### src/rtl/bcd_display_scanner_pkg.sv
// Shared types and constants for the multiplexed 7-segment BCD scanner.
package bcd_display_scanner_pkg;

  localparam int unsigned NIBBLE_W = 4;
  localparam int unsigned SEG_W    = 7;

  typedef enum logic {
    ST_BLANK = 1'b0,
    ST_SHOW  = 1'b1
  } scan_state_e;

  // Active-high {g,f,e,d,c,b,a} patterns
  localparam logic [SEG_W-1:0] SEG_0    = 7'h3F;
  localparam logic [SEG_W-1:0] SEG_1    = 7'h06;
  localparam logic [SEG_W-1:0] SEG_2    = 7'h5B;
  localparam logic [SEG_W-1:0] SEG_3    = 7'h4F;
  localparam logic [SEG_W-1:0] SEG_4    = 7'h66;
  localparam logic [SEG_W-1:0] SEG_5    = 7'h6D;
  localparam logic [SEG_W-1:0] SEG_6    = 7'h7D;
  localparam logic [SEG_W-1:0] SEG_7    = 7'h07;
  localparam logic [SEG_W-1:0] SEG_8    = 7'h7F;
  localparam logic [SEG_W-1:0] SEG_9    = 7'h6F;
  localparam logic [SEG_W-1:0] SEG_DASH = 7'h40;

  localparam logic [SEG_W-1:0] SEG_UNLIT_AH = 7'h00;
  localparam logic [SEG_W-1:0] SEG_UNLIT_AL = 7'h7F;

endpackage

### src/rtl/bcd_display_scanner_if.sv
// Load/BCD input and segment/anode output bundle of the display scanner.
interface bcd_display_scanner_if #(
  parameter int unsigned DIGITS = 5
) ();
  logic                  load;
  logic [4*DIGITS-1:0]   bcd_number;
  logic [6:0]            seg;
  logic [DIGITS-1:0]     an;
  logic                  frame_tick;

  modport master (output load, output bcd_number,
                  input  seg,  input  an, input frame_tick);
  modport slave  (input  load, input  bcd_number,
                  output seg,  output an, output frame_tick);
endinterface

### src/rtl/bcd_display_scanner_bcd_to_seg7.sv
// Combinational nibble to active-high 7-segment pattern; 10..15 show a dash.
module bcd_to_seg7
  import bcd_display_scanner_pkg::*;
(
  input  logic [NIBBLE_W-1:0] nibble,
  output logic [SEG_W-1:0]    seg_c
);

  always_comb begin
    seg_c = SEG_DASH;
    case (nibble)
      4'd0:    seg_c = SEG_0;
      4'd1:    seg_c = SEG_1;
      4'd2:    seg_c = SEG_2;
      4'd3:    seg_c = SEG_3;
      4'd4:    seg_c = SEG_4;
      4'd5:    seg_c = SEG_5;
      4'd6:    seg_c = SEG_6;
      4'd7:    seg_c = SEG_7;
      4'd8:    seg_c = SEG_8;
      4'd9:    seg_c = SEG_9;
      default: seg_c = SEG_DASH;
    endcase
  end

endmodule

### src/rtl/bcd_display_scanner.sv
// Time-multiplexed 7-segment scanner with per-digit dead-time and frame-aligned updates.
// Optional LEADING_ZERO_BLANK_EN suppresses leading zero digits (digit 0 always shown).
module bcd_display_scanner
  import bcd_display_scanner_pkg::*;
#(
  parameter int unsigned DIGITS         = 5,
  parameter int unsigned SCAN_DIV       = 50000,
  parameter int unsigned BLANK_CYCLES   = 1000,
  parameter bit          SEG_ACTIVE_LOW = 1'b1,
  parameter bit          AN_ACTIVE_LOW  = 1'b1
) (
  input  logic                  clk,
  input  logic                  reset,
  bcd_display_scanner_if.slave  bus
);

  localparam int unsigned BCD_W = NIBBLE_W * DIGITS;
  localparam int unsigned IDX_W = (DIGITS > 1)   ? $clog2(DIGITS)   : 1;
  localparam int unsigned CNT_W = (SCAN_DIV > 1) ? $clog2(SCAN_DIV) : 1;

  localparam logic [CNT_W-1:0]  CNT_LAST   = CNT_W'(SCAN_DIV - 1);
  localparam logic [CNT_W-1:0]  BLANK_LAST = CNT_W'(BLANK_CYCLES - 1);
  localparam logic [IDX_W-1:0]  IDX_LAST   = IDX_W'(DIGITS - 1);
  localparam logic [SEG_W-1:0]  SEG_OFF    = SEG_ACTIVE_LOW ? SEG_UNLIT_AL : SEG_UNLIT_AH;
  localparam logic [DIGITS-1:0] AN_OFF     = AN_ACTIVE_LOW ? {DIGITS{1'b1}} : {DIGITS{1'b0}};

  scan_state_e         state_q, state_d;
  logic [CNT_W-1:0]    cnt_q, cnt_d;
  logic [IDX_W-1:0]    idx_q, idx_d;
  logic                frame_wrap;

  logic [BCD_W-1:0]    shadow_q, active_q;
  logic                pending_q;

  logic [NIBBLE_W-1:0] nibble;
  logic [SEG_W-1:0]    dec_seg;
  logic [DIGITS-1:0]   onehot;
  logic                hide;

  logic [SEG_W-1:0]    seg_d;
  logic [DIGITS-1:0]   an_d;
  logic                tick_d;

  // State register: FSM state, slot counter, digit index
  always_ff @(posedge clk or negedge reset) begin
    if (!reset) begin
      state_q <= ST_BLANK;
      cnt_q   <= '0;
      idx_q   <= '0;
    end else begin
      state_q <= state_d;
      cnt_q   <= cnt_d;
      idx_q   <= idx_d;
    end
  end

  // Next-state: BLANK for BLANK_CYCLES, SHOW for the rest of the slot
  always_comb begin
    state_d    = state_q;
    cnt_d      = (cnt_q == CNT_LAST) ? '0 : cnt_q + CNT_W'(1);
    idx_d      = idx_q;
    frame_wrap = 1'b0;
    case (state_q)
      ST_BLANK: if (cnt_q == BLANK_LAST) state_d = ST_SHOW;
      ST_SHOW: begin
        if (cnt_q == CNT_LAST) begin
          state_d = ST_BLANK;
          if (idx_q == IDX_LAST) begin
            idx_d      = '0;
            frame_wrap = 1'b1;
          end else begin
            idx_d = idx_q + IDX_W'(1);
          end
        end
      end
      default: state_d = ST_BLANK;
    endcase
  end

  // Shadow capture; active only changes at frame wrap so a frame never tears
  always_ff @(posedge clk or negedge reset) begin
    if (!reset) begin
      shadow_q  <= '0;
      active_q  <= '0;
      pending_q <= 1'b0;
    end else begin
      if (bus.load) shadow_q <= bus.bcd_number;
      if (frame_wrap) begin
        if (bus.load)      active_q <= bus.bcd_number;
        else if (pending_q) active_q <= shadow_q;
        pending_q <= 1'b0;
      end else if (bus.load) begin
        pending_q <= 1'b1;
      end
    end
  end

  always_comb begin
    nibble = '0;
    for (int i = 0; i < int'(DIGITS); i++) begin
      if (idx_q == IDX_W'(i)) nibble = active_q[NIBBLE_W*i +: NIBBLE_W];
    end
  end

  bcd_to_seg7 u_dec (
    .nibble (nibble),
    .seg_c  (dec_seg)
  );

`ifdef LEADING_ZERO_BLANK_EN
  logic [DIGITS-1:0] zero_from;

  // zero_from[i]: digit i and every higher digit of active are zero
  always_comb begin
    zero_from = '0;
    zero_from[DIGITS-1] = (active_q[NIBBLE_W*(DIGITS-1) +: NIBBLE_W] == '0);
    for (int i = int'(DIGITS) - 2; i >= 0; i--) begin
      zero_from[i] = zero_from[i+1] && (active_q[NIBBLE_W*i +: NIBBLE_W] == '0);
    end
    hide = (idx_q != '0) && zero_from[idx_q];
  end
`else
  assign hide = 1'b0;
`endif

  // Output decode from current state; registered below
  always_comb begin
    seg_d  = SEG_OFF;
    an_d   = AN_OFF;
    onehot = DIGITS'(1) << idx_q;
    tick_d = (state_q == ST_BLANK) && (idx_q == '0) && (cnt_q == '0);
    if ((state_q == ST_SHOW) && !hide) begin
      seg_d = SEG_ACTIVE_LOW ? ~dec_seg : dec_seg;
      an_d  = AN_ACTIVE_LOW  ? ~onehot  : onehot;
    end
  end

  always_ff @(posedge clk or negedge reset) begin
    if (!reset) begin
      bus.seg        <= SEG_OFF;
      bus.an         <= AN_OFF;
      bus.frame_tick <= 1'b0;
    end else begin
      bus.seg        <= seg_d;
      bus.an         <= an_d;
      bus.frame_tick <= tick_d;
    end
  end

endmodule

### src/flat_wrapper.sv
// flat-port wrapper written by rule: the top's interface ports become plain ports
module bcd_display_scanner_flat import bcd_display_scanner_pkg::*;
#(
  parameter int unsigned DIGITS         = 5,
  parameter int unsigned SCAN_DIV       = 50000,
  parameter int unsigned BLANK_CYCLES   = 1000,
  parameter bit          SEG_ACTIVE_LOW = 1'b1,
  parameter bit          AN_ACTIVE_LOW  = 1'b1
)
  (clk, reset, bus_load, bus_bcd_number, bus_seg, bus_an, bus_frame_tick);
  bcd_display_scanner_if #(.DIGITS(DIGITS)) bus_i ();
  input  logic clk;
  input  logic reset;
  input wire logic [$bits(bus_i.load)-1:0] bus_load;
  input wire logic [$bits(bus_i.bcd_number)-1:0] bus_bcd_number;
  output wire logic [$bits(bus_i.seg)-1:0] bus_seg;
  output wire logic [$bits(bus_i.an)-1:0] bus_an;
  output wire logic [$bits(bus_i.frame_tick)-1:0] bus_frame_tick;
  assign bus_i.load = bus_load;
  assign bus_i.bcd_number = bus_bcd_number;
  assign bus_seg = bus_i.seg;
  assign bus_an = bus_i.an;
  assign bus_frame_tick = bus_i.frame_tick;
  bcd_display_scanner #(.DIGITS(DIGITS), .SCAN_DIV(SCAN_DIV), .BLANK_CYCLES(BLANK_CYCLES), .SEG_ACTIVE_LOW(SEG_ACTIVE_LOW), .AN_ACTIVE_LOW(AN_ACTIVE_LOW)) u_core (.clk(clk), .reset(reset), .bus(bus_i));
endmodule
### config.mk
export PLATFORM = sky130hd
export DESIGN_NAME = bcd_display_scanner_flat
export DESIGN_NICKNAME = d
export VERILOG_FILES = /design/src/rtl/bcd_display_scanner_pkg.sv /design/src/rtl/bcd_display_scanner_if.sv /design/src/rtl/bcd_display_scanner_bcd_to_seg7.sv /design/src/rtl/bcd_display_scanner.sv /design/src/flat_wrapper.sv
export SDC_FILE = /design/constraint.sdc
export NUM_CORES = 1
export LEC_CHECK = 0
export BUFFER_PORTS_ARGS = -buffer_cell sky130_fd_sc_hd__buf_2
export CAP_MARGIN = 20
export CORE_ASPECT_RATIO = 1.75
export CORE_MARGIN = 2
export CORE_UTILIZATION = 50
export CTS_CLUSTER_DIAMETER = 150
export DETAILED_ROUTE_END_ITERATION = 10
export GPL_TIMING_DRIVEN = 0
export PLACE_DENSITY = 0.72
export SYNTH_ARGS = -nofsm -noshare
export SYNTH_HDL_FRONTEND = slang
export SYNTH_SLANG_ARGS = --single-unit
### constraint.sdc
create_clock -name clk -period 2.8 [get_ports clk]
set_clock_uncertainty 0.15 [all_clocks]
set_input_delay 0.84 -clock clk [delete_from_list [all_inputs] [get_ports clk]]
set_output_delay 0.84 -clock clk [all_outputs]
set_load 0.02 [all_outputs]
==> results.md, run 1 <==
Final layout:
- In the final layout, the share of cells above drive strength 1 is 0.371.
- The number of antenna diodes is 0.
- The finished layout holds 400 standard cells, fillers aside.
- Once layout is complete, the utilization of the core stands at 0.614.
- After routing the design area is 4010 um2.
- The growth of design area from synthesis to finish is 18.1%.
- In the final design database the tool counted around 350 nets.

Routing:
- The iteration-0 DRC count of the detailed router is roughly 110.
- The overall via count from detail_route is roughly 2200.
- For this run, design rule violations remaining after detail routing come to 0.
- The post-detailed-routing wire length is between 6 and 7 mm.
- The first TritonRoute pass finished after 5 iterations.
- The detailed-route vias per instance is 5.39.
- The mean routed wirelength per cell is 15.2 um.
- The number of routed nets with antenna violations is 0.

GRT:
- Entering global routing, the biggest net connects 75 pins.
- The global-route wire length before repair is 10.5 mm.
- The number of antenna violations at the first check in global routing is 0.
- For this run, the total global-route usage over all layers was measured as 0.189.
- The number of global-route vias before repair is 2291.
- Summed over all layers, the global routing overflow is 0.

Timing:
- Setup repair after global routing left no endpoint under its margin.
- The setup violation total in the final timing report is 0.
- The final max-slew violation count came to 0.
- In the finished design, the share of the clock period the worst path needs comes to 0.930.
- The worst path needs 2.60 ns of the cycle, external delays included.
- For this run, the top clock speed supported by timing is 0.384 GHz.
- At the pin with the least slew margin, the transition time is 0.871 ns.
- Setup slack closes at 0.196 ns.
- The final hold violation count was 0.
- The worst slew slack as a fraction of its limit is 0.419.
- The tightest hold margin is about 0.28 ns.

Place:
- The worst slack at placement is -0.356 ns.
- The total half-perimeter wirelength after legalization and detailed placement is between 4 and 5 mm.
- The quantity of I/O buffers inserted on ports is 35.
- At the end of routability-driven placement, the weighted congestion stood at 0.806.
- The total placed cells including tap cells is 383.
- The total placed instance area is 3680 um2.

Run:
- The tool flagged a number of max-cap violations equal to 0.

Pwr:
- Of the total power, the clock network draws 0.473.
- The reported net switching power is 0.000447 W.
- The register share of total power is 0.491.
- Power spread over the standard cell area amounts to 562 nW/um2.
- The internal power of the cells totals 0.00181 W.
- Of the total power, combinational logic draws 0.037.
- The analysis attributes to cell leakage a power of roughly 1.9 nW.
- The worst vdd rail ir drop is ~0.38 mV.
- The switching share of total power is 0.198.

Synthesis:
- The commonest register cell after synthesis is sky130_fd_sc_hd__dfrtp_1.
- In this run, synthesis produced a sequential element count of 74.
- Yosys attributes the largest share of cell area to sky130_fd_sc_hd__dfrtp_1 46%, sky130_fd_sc_hd__dfstp_2 9.3%, sky130_fd_sc_hd__mux2_4 8.8%, sky130_fd_sc_hd__mux2_2 8.0%, sky130_fd_sc_hd__ha_1 4.4%.
- The commonest cells after synthesis are 62 x sky130_fd_sc_hd__dfrtp_1, 24 x sky130_fd_sc_hd__mux2_2, 20 x sky130_fd_sc_hd__mux2_4.
- The number of cells produced by synthesis is 266.
- The number of enable-type register cells in the synthesized netlist is 0.
- Of the post-synthesis cell area, the dominant cell type holds 0.457.
- In this run, distinct cell masters in the synthesized netlist total 37.
- Of all flip-flops after synthesis, the portion carrying an async set or reset was 1.00.
- The total standard cell area after synthesis is roughly 3400 um2.
- Of the synthesized area, sequential elements account for 0.549.
- The Yosys step of the flow raised 0 warnings.
- The net count after synthesis is 301.
- The cell accounting for the most synthesized area is sky130_fd_sc_hd__dfrtp_1.
- Dividing the synthesized area by the synthesized cell count gives 12.8 um2.
- Yosys instantiated no cell more often than sky130_fd_sc_hd__dfrtp_1.

CTS:
- In this run the deepest clock path goes through 2 buffers.
- The TritonCTS clock tree is built.
- The TritonCTS buffer count is 9.
- After clock tree synthesis, the clock-pin slew on the worst setup and hold paths is approximately 0.050 ns.
- The latest clock arrival within the worst-skew pair is 0.33 ns.
- The clock drives 74 sinks.
- The depth of the CTS H-tree is 3.
- The tree is rooted in a sky130_fd_sc_hd__clkbuf_16.

Floorplan:
- The floorplan die height is 113 um.
- The die area is 7500 um2.
- The number of standard-cell rows in the floorplan is 39.
- For this configuration, the core starts out at a cell density of 0.520.
- The floorplan die width is ~66 um.
- For this design the top-level I/O count stands at 36.
- The core region is 6540 um2.

Setup path:
- STA classifies the critical path endpoint as a flip-flop.
- The critical path in this run is classified as reg2reg.
- Data arrives at the worst endpoint at 2.70 ns.
- The endpoint required time on the critical path is about 2.9 ns.
- The biggest fanout along the worst timing path is 6.
- The category of the worst setup path launch point is a flip-flop.

Hold path:
- The path class of the tightest hold or removal check is reg2reg.

Run status:
- The run finished with clean final reports.
==> per-layer routing <==
layer / track usage / vias up / routed length, um
li1: - / 1016 / -
met1: 0.207 / 1073 / 2430
met2: 0.321 / 46 / 3230
met3: 0.0507 / 19 / 215
met4: 0.106 / 0 / 202
met5: 0 / - / 0
==> sequential cells by signal, indices dropped and copies added (netlist names) <==
signal                 cells
u_core.pending_q           1
u_core.shadow_q           20
u_core.bus.frame_tick      1
u_core.cnt_q              16
u_core.state_q             1
u_core.bus.an              5
u_core.idx_q               3
u_core.bus.seg             7
u_core.active_q           20
==> what timing repair did <==
item | in CTS | in global routing
hold buffers | 0 | 0
buffers inserted | 0 | 1
resized for setup | 3 | 7
endpoints found under the setup margin | 7 | 7
pin swaps | 0 | 1
==> final cells by class <==
| cell class | count | area (um2) |
|---|---|---|
| buffer | 11 | 60.1 |
| clock buffer | 14 | 274 |
| clock inverter | 2 | 10.0 |
| fill | 509 | 2530 |
| inverter | 14 | 52.6 |
| multi-input combinational | 167 | 1460 |
| sequential | 74 | 1870 |
| tap | 82 | 103 |
| timing repair buffer | 36 | 185 |
==> logic make-up (layout without fill, tap and decap cells) <==
group                      count (synthesis)  in the layout  synth area share
muxes                                     47             47             0.177
DFF                                       74             74             0.549
AOI/OAI and AO/OA                         25             25            0.0508
and+or+nand+nor                           69             69             0.111
xor gates and xnor gates                  14             14            0.0361
adders and majority gates                 12             12            0.0442
buffers and inverters                     25             77            0.0320
==> worst paths after layout <==
check	slack [ns]	end	cells past startpoint	startpoint
min in group asynchronous	0.47	u_core.shadow_q[16]	1	reset
worst min register to register	0.28	u_core.bus.an[4]	1	u_core.state_q
worst max register to register	0.20	u_core.bus.seg[5]	9	u_core.idx_q[0]
worst min-delay path	0.28	u_core.bus.an[4]	1	u_core.state_q
max in group asynchronous	1.46	u_core.shadow_q[0]	1	reset
worst max-delay path	0.20	u_core.bus.seg[5]	9	u_core.idx_q[0]
==> stage by stage <==
step | power, W | setup TNS (ns)
floorplan | 0.00116 | 0
finish | 0.00225 | 0
global route | 0.00235 | 0
detailed placement | 0.00121 | -1.90
CTS | 0.00228 | 0
global placement | 0.00121 | -1.68
==> power groups by stage <==
stage	clock, W	combinational (W)	sequential (W)
after floorplan	0	0.0000416	0.00112
after global placement	0	0.0000833	0.00112
after detailed placement	0	0.0000865	0.00112
after CTS	0.00109	0.0000869	0.00111
after global routing	0.00114	0.0000944	0.00111
final	0.00107	0.0000824	0.00111
==> cells in the final DEF, fill, tap and decap left out, drive strengths merged, types with 2 or more instances in the layout <==
cell	count
dfrtp	62
mux2	44
buf	38
clkbuf	23
nor2	18
nand2	15
inv	14
dfstp	12
ha	12
xnor2	9
nand3	7
a21oi	5
o21ai	5
xor2	5
a32oi	4
and3	4
nand4	4
and4	4
nor3	4
nand3b	3
mux2i	3
a221oi	3
a211o	2
nor2b	2
a21o	2
clkinv	2
a211oi	2
or4	2
==> worst max-delay path, cell delays in order, from the launching register on <==
cell	delay, ns
sky130_fd_sc_hd__dfrtp_1	0.42
sky130_fd_sc_hd__ha_1	0.23
sky130_fd_sc_hd__ha_2	0.21
sky130_fd_sc_hd__or2_2	0.34
sky130_fd_sc_hd__a221oi_2	0.18
sky130_fd_sc_hd__a211o_1	0.21
sky130_fd_sc_hd__inv_1	0.13
sky130_fd_sc_hd__ha_1	0.21
sky130_fd_sc_hd__mux2_2	0.27
sky130_fd_sc_hd__a32oi_1	0.18
(Power assumes the default switching activity.)
==> inputs of run 2 (changes only) <==
--- a/config.mk
+++ b/config.mk
@@ -6,7 +6,7 @@
 export NUM_CORES = 1
 export LEC_CHECK = 0
 export BUFFER_PORTS_ARGS = -buffer_cell sky130_fd_sc_hd__buf_2
-export CAP_MARGIN = 20
+export CAP_MARGIN = 40
 export CORE_ASPECT_RATIO = 1.75
 export CORE_MARGIN = 2
 export CORE_UTILIZATION = 50
@@ -14,6 +14,7 @@
 export DETAILED_ROUTE_END_ITERATION = 10
 export GPL_TIMING_DRIVEN = 0
 export PLACE_DENSITY = 0.72
+export RECOVER_POWER = 100
 export SYNTH_ARGS = -nofsm -noshare
 export SYNTH_HDL_FRONTEND = slang
 export SYNTH_SLANG_ARGS = --single-unit
==> constraint.sdc (replaced) <==
create_clock -name clk -period 2.8 [get_ports clk]
set_clock_uncertainty 0.15 [all_clocks]
set_input_delay 0.56 -clock clk [delete_from_list [all_inputs] [get_ports clk]]
set_output_delay 0.56 -clock clk [all_outputs]
set_load 0.02 [all_outputs]
==> run 2 against run 1 <==
- clock power up 25%
- cell count up 0.50%
- combinational power down 4.2%
- utilization up 0.71 points
- fmax down 2.5%
- cell area up 1.2%
- sequential cell count unchanged
- via count down 0.23%
- setup slack worse by 0.068 ns
- sequential power about the same
- sequential share of layout area down 0.53 points
==> results.md, run 2 (synthesis gave the netlist of run 1 again) <==
Timing:
- The worst slew slack as a fraction of its limit came to 0.428 (was 0.419).
- The setup violation total in the final timing report is 0 (unchanged).
- The final max-slew violation count is 0 (unchanged).
- The final hold violation count is 0 (unchanged).
- The actual transition at the worst max-transition pin is 0.858 ns (was 0.871 ns).
- The final critical-path share of the clock period is 0.954 (was 0.930).
- The final period demand of the worst path is 2.67 ns (was 2.60 ns).
- The highest achievable clock rate is 0.374 GHz (was 0.384 GHz).

Floorplan:
- The starting utilization of the core area is 0.520 (unchanged).
- The floorplan die width is 66.3 um (unchanged).
- The area of the core is 6540 um2 (unchanged).
- The floorplan die height is 113 um (unchanged).
- The I/O pin count is 36 (unchanged).
- The number of standard-cell rows in the floorplan is 39 (unchanged).
- The die area is 7500 um2 (unchanged).

CTS:
- The latest clock arrival within the worst-skew pair is 0.34 ns (was 0.33 ns).
- The TritonCTS clock tree is built (unchanged).
- The number of sinks on the clock net came to 74 (unchanged).
- The maximum number of buffers from clock root to sink is 2 (unchanged).
- The root cell of the clock tree is sky130_fd_sc_hd__clkbuf_16 (unchanged).
- The depth of the CTS H-tree is 3 (unchanged).
- The clock slew seen by the registers of the worst setup and hold paths is 0.06 ns (was 0.05 ns).
- The TritonCTS buffer count is 9 (unchanged).

Routing:
- The iteration-0 DRC count of the detailed router is 95 (was 109).
- The number of routed nets with antenna violations is 0 (unchanged).
- The detailed-route vias per instance is 5.35 (was 5.39).
- The iteration count of the initial detailed-routing pass is 4 (was 5).
- The post-detailed-routing wire length is 6.42 mm (was 6.07 mm).
- The number of remaining DRC errors is 0 (unchanged).
- The mean routed wirelength per cell is 16.0 um (was 15.2 um).
- The overall via count from detail_route came to 2149 (was 2154).

Hold path:
- The hold-critical path depth is 1 (unchanged).
- The startpoint of the tightest hold check path was u_core.state_q (unchanged).
- The worst-case hold path end point is u_core.bus.an[4] (unchanged).
- The kind of path behind the tightest hold check is reg2reg (unchanged).

Setup path:
- The worst-case reg-to-reg path depth is 9 (unchanged).
- The endpoint type of the worst setup path is a flip-flop (unchanged).
- The endpoint required time on the critical path is 2.93 ns (was 2.89 ns).
- The category of the worst setup path launch point is a flip-flop (unchanged).
- The arrival time at the worst endpoint came to 2.80 ns (was 2.70 ns).
- The path type of the worst setup path was reg2reg (unchanged).
- The beginning of the worst register-to-register path is u_core.idx_q[0] (unchanged).
- The biggest fanout along the worst timing path came to 6 (unchanged).
- The internal reg-to-reg setup slack was 0.13 ns (was 0.20 ns).
- The capturing point of the worst reg2reg path was u_core.bus.seg[1] (was u_core.bus.seg[5]).

Place:
- The total half-perimeter wirelength after legalization and detailed placement came to 4.44 mm (was 4.37 mm).
- The quantity of I/O buffers inserted on ports came to 35 (unchanged).
- The global placement routability congestion is 0.806 (unchanged).

GRT:
- The global-route usage over all layers is 0.196 (was 0.189).
- The pin count of the biggest net entering global routing is 59 (was 75).
- The global-route wire length before repair is 10.8 mm (was 10.5 mm).
- The final global-route overflow total came to 0 (unchanged).
- The number of antenna violations at the first check in global routing was 0 (unchanged).
- The number of global-route vias before repair is 2227 (was 2291).

Final layout:
- The growth of design area from synthesis to finish came to 19.4% (was 18.1%).
- The number of antenna diodes is 0 (unchanged).
- The share of final-layout standard cells stronger than drive strength 1 is 0.275 (was 0.371).
- The share of the core filled with cells is 0.621 (was 0.614).
- The total number of nets in the final design is 350 (was 348).
- Biggest registers after layout: u_core.active_q (20), u_core.shadow_q (20), u_core.cnt_q (16) (unchanged).
- The most common cell after layout, fill and taps aside is sky130_fd_sc_hd__dfrtp_1 (unchanged).
- Commonest cells after routing, fill and taps aside: 62 x sky130_fd_sc_hd__dfrtp_1, 24 x sky130_fd_sc_hd__clkbuf_1, 20 x sky130_fd_sc_hd__mux2_4, 20 x sky130_fd_sc_hd__buf_2, 18 x sky130_fd_sc_hd__nor2_1 (was 62 x sky130_fd_sc_hd__dfrtp_1, 34 x sky130_fd_sc_hd__buf_2, 24 x sky130_fd_sc_hd__mux2_2).

Pwr:
- The total power draw is 0.00252 W (was 0.00225 W).
- The standby leakage power is 1.92 nW (about the same).
- The power per cell area is 621 nW/um2 (was 562 nW/um2).
- The worst vdd rail ir drop came to 0.394 mV (was 0.375 mV).

Run status:
- Status: completed (unchanged).

Run:
- The number of maximum-capacitance violations is 0 (unchanged).
==> run 2: cell types whose count changed in the layout (fill, tap and decap cells not counted), moves of 2 or more <==
| cell | before | now |
|---|---|---|
| sky130_fd_sc_hd__buf_6 | 2 | 0 |
| sky130_fd_sc_hd__clkinv_2 | 2 | 0 |
| sky130_fd_sc_hd__mux2_1 | 0 | 17 |
| sky130_fd_sc_hd__bufinv_16 | 0 | 3 |
| sky130_fd_sc_hd__clkbuf_2 | 0 | 2 |
| sky130_fd_sc_hd__mux2_2 | 24 | 7 |
| sky130_fd_sc_hd__clkbuf_1 | 10 | 24 |
| sky130_fd_sc_hd__buf_4 | 2 | 0 |
| sky130_fd_sc_hd__clkbuf_8 | 3 | 1 |
| sky130_fd_sc_hd__buf_2 | 34 | 20 |
| sky130_fd_sc_hd__clkinvlp_4 | 0 | 2 |
==> run 2: worst max-delay path: stages (launching register included) <==
cell,delay [ns]
sky130_fd_sc_hd__dfrtp_1,0.42
sky130_fd_sc_hd__ha_1,0.23
sky130_fd_sc_hd__ha_1,0.25
sky130_fd_sc_hd__or2_2,0.36
sky130_fd_sc_hd__a221oi_2,0.18
sky130_fd_sc_hd__a211o_1,0.24
sky130_fd_sc_hd__clkbuf_1,0.19
sky130_fd_sc_hd__ha_1,0.26
sky130_fd_sc_hd__o21ai_0,0.18
sky130_fd_sc_hd__a21o_1,0.15
==> run 2: how the worst max path moves through the flow <==
stage,from,endpoint,slack (ns),depth (start not counted)
CTS,u_core.idx_q[0],u_core.bus.seg[6],0.002,11
global route,u_core.idx_q[0],u_core.bus.seg[0],-0.004,10
finish,u_core.idx_q[0],u_core.bus.seg[1],0.13,9
detailed placement,u_core.idx_q[0],u_core.bus.seg[6],-0.37,11
floorplan,u_core.idx_q[0],u_core.bus.seg[6],0.26,11
global placement,u_core.idx_q[0],u_core.bus.seg[6],-0.33,11
==> run 2: cell type report <==
type,count,area (um2)
multi-input combinational,167,1460
buffer,11,47.5
sequential,74,1870
inverter,14,52.6
clock inverter,6,114
clock buffer,10,239
tap,82,103
fill,524,2480
timing repair buffer,38,178
==> run 2: where the power goes <==
group / leakage (nW) / switching [W] / internal, W / total, W
Combinational: 0.830 / 0.0000455 / 0.0000334 / 0.0000789
Clock: 0.165 / 0.000442 / 0.000895 / 0.00134
Sequential: 0.927 / 0.00000616 / 0.00110 / 0.00111
Total: 1.92 / 0.000493 / 0.00203 / 0.00252
==> run 2: what timing repair did <==
item | 4_1_cts | 5_1_grt
pin swaps | 1 | 1
buffers inserted | 0 | 1
hold buffers | 1 | 0
setup endpoints to repair | 7 | 7
gates resized for setup | 3 | 7
endpoints found under the hold margin | 16 | 0
==> run 2: layer usage <==
layer	routed length, um	part of all wire	up-vias	GRT usage
met1	2610	0.41	1083	0.220
met3	175	0.027	12	0.0507
met5	0	0	-	0
li1	-	-	1020	-
met2	3470	0.54	34	0.334
met4	165	0.026	0	0.102
==> run 2: through the flow <==
step | hold WS (ns) | setup slack [ns] | instance area, um2 | setup TNS, ns | cells
2_1_floorplan | 0.114 | 0.257 | 3400 | 0 | 266
3_3_place_gp | 0.254 | -0.330 | 3680 | -1.68 | 383
3_5_place_dp | 0.274 | -0.370 | 3710 | -1.97 | 384
4_1_cts | 0.287 | 0.00246 | 4080 | 0 | 401
5_1_grt | 0.316 | -0.00371 | 4060 | -0.00371 | 402
6_report | 0.288 | 0.128 | 4060 | 0 | 402
